**src/rtl/bcd_pkg.sv**
```systemverilog
// Shared definitions for the digit-serial BCD adder: sequencer states and
// decimal constants used by the digit stage.
package bcd_pkg;

  localparam int unsigned DIGIT_W  = 4;
  localparam int unsigned BCD_MAX  = 9;
  localparam int unsigned BCD_CORR = 6;

  typedef enum logic [1:0] {
    IDLE,
    ADD,
    DONE
  } state_e;

endpackage

```
**src/rtl/bcd_digit_adder.sv**
```systemverilog
// Combinational single-digit BCD add with decimal correction; flags any
// operand nibble outside 0..9 without altering the arithmetic.
module bcd_digit_adder
  import bcd_pkg::*;
(
  input  logic [DIGIT_W-1:0] x,
  input  logic [DIGIT_W-1:0] y,
  input  logic               ci,
  output logic [DIGIT_W-1:0] s,
  output logic               co,
  output logic               bad
);

  localparam int unsigned T_W = DIGIT_W + 1;

  logic [T_W-1:0] t;

  always_comb begin
    t   = T_W'(x) + T_W'(y) + T_W'(ci);
    co  = (t > T_W'(BCD_MAX));
    s   = co ? DIGIT_W'(t + T_W'(BCD_CORR)) : t[DIGIT_W-1:0];
    bad = (x > DIGIT_W'(BCD_MAX)) | (y > DIGIT_W'(BCD_MAX));
  end

endmodule

```
**src/rtl/bcd_serial_adder.sv**
```systemverilog
// Digit-serial multi-digit BCD adder: one decimal digit per clock, LSD first,
// sharing a single digit stage across all DIGITS positions.
module bcd_serial_adder
  import bcd_pkg::*;
#(
  parameter int unsigned DIGITS = 4
) (
  input  logic                      clk,
  input  logic                      rst,
  input  logic                      start,
  input  logic [DIGIT_W*DIGITS-1:0] a,
  input  logic [DIGIT_W*DIGITS-1:0] b,
  input  logic                      cin,
  output logic                      busy,
  output logic                      done,
  output logic [DIGIT_W*DIGITS-1:0] sum,
  output logic                      cout,
  output logic                      err
);

  localparam int unsigned W     = DIGIT_W * DIGITS;
  localparam int unsigned IDX_W = (DIGITS > 1) ? $clog2(DIGITS) : 1;
  localparam logic [IDX_W-1:0] LAST_IDX = IDX_W'(DIGITS - 1);

  state_e             state_q;
  logic [IDX_W-1:0]   idx_q;
  logic               carry_q;
  logic [W-1:0]       a_q;
  logic [W-1:0]       b_q;
  logic [W-1:0]       sum_q;
  logic               cout_q;
  logic               err_q;
  logic               busy_q;
  logic               done_q;

  logic [DIGIT_W-1:0] dig_s;
  logic               dig_co;
  logic               dig_bad;

  // Operand registers shift right each step, so the stage always sees digit 0.
  bcd_digit_adder u_digit (
    .x   (a_q[DIGIT_W-1:0]),
    .y   (b_q[DIGIT_W-1:0]),
    .ci  (carry_q),
    .s   (dig_s),
    .co  (dig_co),
    .bad (dig_bad)
  );

  always_ff @(posedge clk or posedge rst) begin
    if (rst) begin
      state_q <= IDLE;
      idx_q   <= '0;
      carry_q <= 1'b0;
      a_q     <= '0;
      b_q     <= '0;
      sum_q   <= '0;
      cout_q  <= 1'b0;
      err_q   <= 1'b0;
      busy_q  <= 1'b0;
      done_q  <= 1'b0;
    end else begin
      case (state_q)
        IDLE: begin
          if (start) begin
            a_q     <= a;
            b_q     <= b;
            carry_q <= cin;
            idx_q   <= '0;
            sum_q   <= '0;
            cout_q  <= 1'b0;
            err_q   <= 1'b0;
            busy_q  <= 1'b1;
            state_q <= ADD;
          end
        end
        ADD: begin
          for (int unsigned k = 0; k < DIGITS; k++) begin
            if (idx_q == IDX_W'(k)) sum_q[k*DIGIT_W +: DIGIT_W] <= dig_s;
          end
          a_q     <= a_q >> DIGIT_W;
          b_q     <= b_q >> DIGIT_W;
          carry_q <= dig_co;
          err_q   <= err_q | dig_bad;
          if (idx_q == LAST_IDX) begin
            cout_q  <= dig_co;
            busy_q  <= 1'b0;
            done_q  <= 1'b1;
            state_q <= DONE;
          end else begin
            idx_q <= idx_q + IDX_W'(1);
          end
        end
        DONE: begin
          done_q  <= 1'b0;
          state_q <= IDLE;
        end
        default: state_q <= IDLE;
      endcase
    end
  end

  assign busy = busy_q;
  assign done = done_q;
  assign sum  = sum_q;
  assign cout = cout_q;
  assign err  = err_q;

endmodule

```
**config.mk**
```make
export PLATFORM = sky130hd
export DESIGN_NAME = bcd_serial_adder
export DESIGN_NICKNAME = d
export VERILOG_FILES = /design/src/rtl/bcd_pkg.sv /design/src/rtl/bcd_digit_adder.sv /design/src/rtl/bcd_serial_adder.sv
export SDC_FILE = /design/constraint.sdc
export NUM_CORES = 1
export LEC_CHECK = 0
export ABC_CLOCK_PERIOD_IN_PS = 2900
export BUFFER_PORTS_ARGS = -buffer_cell sky130_fd_sc_hd__buf_2
export CAP_MARGIN = 20
export CORE_MARGIN = 2
export CORE_UTILIZATION = 25
export CTS_BUF_LIST = sky130_fd_sc_hd__clkbuf_4 sky130_fd_sc_hd__clkbuf_8
export DETAILED_ROUTE_END_ITERATION = 6
export PLACE_DENSITY = 0.42
export SLEW_MARGIN = 10
export SYNTH_ARGS = -nofsm -noshare
export SYNTH_HDL_FRONTEND = slang
export SYNTH_SLANG_ARGS = --single-unit
```
**constraint.sdc**
```tcl
create_clock -name clk -period 2.9 [get_ports clk]
set_clock_uncertainty 0.05 [all_clocks]
set_input_delay 0.29 -clock clk [delete_from_list [all_inputs] [get_ports clk]]
set_output_delay 0.29 -clock clk [all_outputs]
set_load 0.05 [all_outputs]
```
==> impl_metrics.py <==
metrics = {
    "timing": {
        "setup-violations-final": 0,
        "rsz0062_at_grt": "false",
        "finalCritPeriodShare_pct": 93.3,
        "slew_headroom_pct": 59.3,
        "max_freq_mhz": 370,
        "slew_viol_final": 0,
        "final_hold_viol_count": 0,
        "period_needed_ns": 2.71,
        "tightestPinTransition_ns": 0.610,
    },
    "detailed_routing": {
        "wl_per_cell_microns": 13.6,
        "route.detailed.drc": 0,
        "dr.first_iter.drc_count": 74,
        "postRouteAntennaNets": 0,
        "dr.pass1.iters": 4,
        "wl_microns": 6620,
        "viasPerCell": 4.52,
        "vias": 2198,
    },
    "logic_synthesis": {
        "yosys.area.top_type": "dfrtp_1",
        "synth_area_sq_um": 2660,
        "synth-warning-count": 0,
        "synth_commonest_cells": "57 x dfrtp_1, 54 x nand2_1, 37 x nor2_1",
        "ys_top_cells_by_area": "dfrtp_1 54%, nand2_1 7.6%, nor2_1 5.2%",
        "yosysTopAreaCellShare_pct": 53.7,
        "synth_most_common_cell": "dfrtp_1",
        "synth_top_flop_cell": "dfrtp_1",
        "synth_fp_nets": 330,
        "synth_edf_count": 0,
        "synth.distinct_cells": 37,
        "ys_seq_area_share_pct": 53.7,
        "ys_ff_latch": 57,
        "async_flop_share_pct": 100,
        "syn_inst": 284,
        "syn_area_per_cell_sq_um": 9.36,
    },
    "clock_network": {
        "clock_latency_ns": 0.33,
        "clkTransAtPathRegs_ns": 0.07,
        "htreeDepth": 3,
        "clockBufferDepth": 2,
        "ctsRootBufferMaster": "clkbuf_8",
        "cts_num_sinks": 57,
        "cts_buffers": 9,
        "cts_tree": "done",
    },
    "grt": {
        "grt_max_degree": 49,
        "grt_pass1_vias": 2192,
        "grt_antenna_before_repair": 0,
        "grt_pass1_wl_microns": 11300,
        "grt-ovfl-total": 0,
        "track_usage_pct": 12.6,
    },
    "final_layout": {
        "finalNetCount": 392,
        "area_growth_pct": 25.8,
        "fillerInstances": 1113,
        "finalNonFillerCells": 486,
        "drive_gt1_share_pct": 27.4,
        "n_antenna_cell": 0,
    },
    "placement": {
        "globalplace.congestion": 0.737,
        "place_inst": 468,
        "portBuffers": 55,
        "dpl.hpwl_microns": 4550,
    },
    "setup_path": {
        "crit_family": "adder cells",
        "crit_chain": "fa_2 > fa_2 > xor2_2 > inv_1 > ha_1 > inv_1 > o22ai_2 > or3_1 > a31oi_4 > o21ai_1",
        "endpoint_kind": "flip-flop",
        "crit_required_ns": 3.06,
        "crit_type": "reg -> reg",
        "cp_slowest_cell": "dfrtp_1",
        "cp.buffers_inverters": 2,
        "worstSetupStartpointType": "flip-flop",
        "cpPeakStageDelay_ns": 0.40,
        "crit_fanout": 4,
        "arrival_ns": 2.86,
    },
    "floorplan": {
        "die_h_microns": 107,
        "coreArea_sq_um": 10300,
        "io_pins": 56,
        "core.rowCount": 37,
        "start_util_pct": 25.7,
        "dieWidth_microns": 107,
        "dieArea_sq_um": 11500,
    },
    "flow_run": {
        "cap_violations": 0,
    },
    "hold_path": {
        "hold_path_class": "in -> reg",
    },
    "status": {
        "status": "finished, final reports clean",
    },
}
repair_timing:
item / in CTS / in global routing
endpoints found under the hold margin: 0 / 16
pin swaps: 1 / 0
resized for setup: 1 / 6
endpoints found under the setup margin: 7 / 11
hold buffers: 0 / 1
setup buffers: 1 / 0
final timing paths:
| check | startpoint | end | slack (ns) | cells after the start |
|---|---|---|---|---|
| max | carry_q$_DFFE_PP0P_ | sum[10]$_DFFE_PP0P_ | 0.19 | 10 |
| max in group asynchronous | rst | sum[13]$_DFFE_PP0P_ | 1.67 | 5 |
| min in group asynchronous | rst | a_q[13]$_DFFE_PP0P_ | 0.45 | 3 |
| max reg2reg | carry_q$_DFFE_PP0P_ | sum[10]$_DFFE_PP0P_ | 0.19 | 10 |
| min reg2reg | err$_DFFE_PP0P_ | err$_DFFE_PP0P_ | 0.43 | 1 |
| min | a[12] | a_q[12]$_DFFE_PP0P_ | 0.10 | 3 |
flip-flops by register name (all words and copies together) (netlist names):
name / cells
sum: 16
done: 1
idx_q: 2
b_q: 16
state_q: 2
carry_q: 1
a_q: 16
cout: 1
err: 1
busy: 1
cell type report:
| type | count | area [sq um] | share of cell area, % |
|---|---|---|---|
| Timing Repair Buffer | 65 | 365 | 10.9 |
| Clock buffer | 10 | 138 | 4.12 |
| Multi-Input combinational cell | 203 | 1170 | 35.1 |
| Clock inverter | 5 | 32.5 | 0.973 |
| Tap cell | 136 | 170 | 5.09 |
| Sequential cell | 57 | 1430 | 42.7 |
| Inverter | 10 | 37.5 | 1.12 |
worst min-delay path: cells and delay by family:
family	cells	cell delay, ns
simple gates	1	0.03
buf+inv	1	0.07
compound gates	1	0.05
kinds of logic (layout without fill, tap and decap cells):
family	count (synthesis)	count (layout)	synth area share [%]
flip-flops	57	57	53.7
buffers and inverters	24	90	3.53
AO/OA/AOI/OAI	69	69	16.5
multiplexers	2	2	0.753
adder cells (fa/ha/maj)	10	10	5.27
AND/OR/NAND/NOR	120	120	19.1
XOR/XNOR	2	2	1.22
metrics by stage:
stage	instance area [sq um]	hold slack (ns)	setup TNS, ns	util [%]	worst slack (ns)
detailed placement	3100	0.416	-0.149	30.0	-0.0433
floorplan	2660	0.357	0	-	0.191
finish	3340	0.104	0	32.4	0.194
global route	3340	0.105	0	32.4	0.0486
CTS	3290	0.0845	0	31.8	0.0715
global placement	3100	0.410	0	30.0	0.0263
layout by cell type, fill, tap and decap left out, drive strengths merged, types with 2 or more instances in the layout:
master | netlist | layout
a31oi | 16 | 16
nand3 | 14 | 14
nand2 | 54 | 54
clkbuf | 4 | 10
mux2i | 2 | 2
dfrtp | 57 | 57
nor2 | 37 | 37
buf | 10 | 64
inv | 10 | 10
a21o | 2 | 2
a22o | 2 | 2
o22ai | 14 | 14
o21ai | 27 | 27
fa | 2 | 2
nand2b | 3 | 3
nor2b | 2 | 2
clkinv | 0 | 2
ha | 8 | 8
nor3 | 3 | 3
and3 | 2 | 2
a21oi | 4 | 4
clkinvlp | 0 | 3
or3 | 2 | 2
per-layer routing:
layer	part of all wire, %	GRT usage, %
met5	0	0
met4	1.5	3.62
met3	4.9	3.89
met2	41	18.6
met1	52	17.8
Power is left out: the tool's default activity adds up to more than one toggle a clock period on the data nets, which glitch-free logic cannot reach.
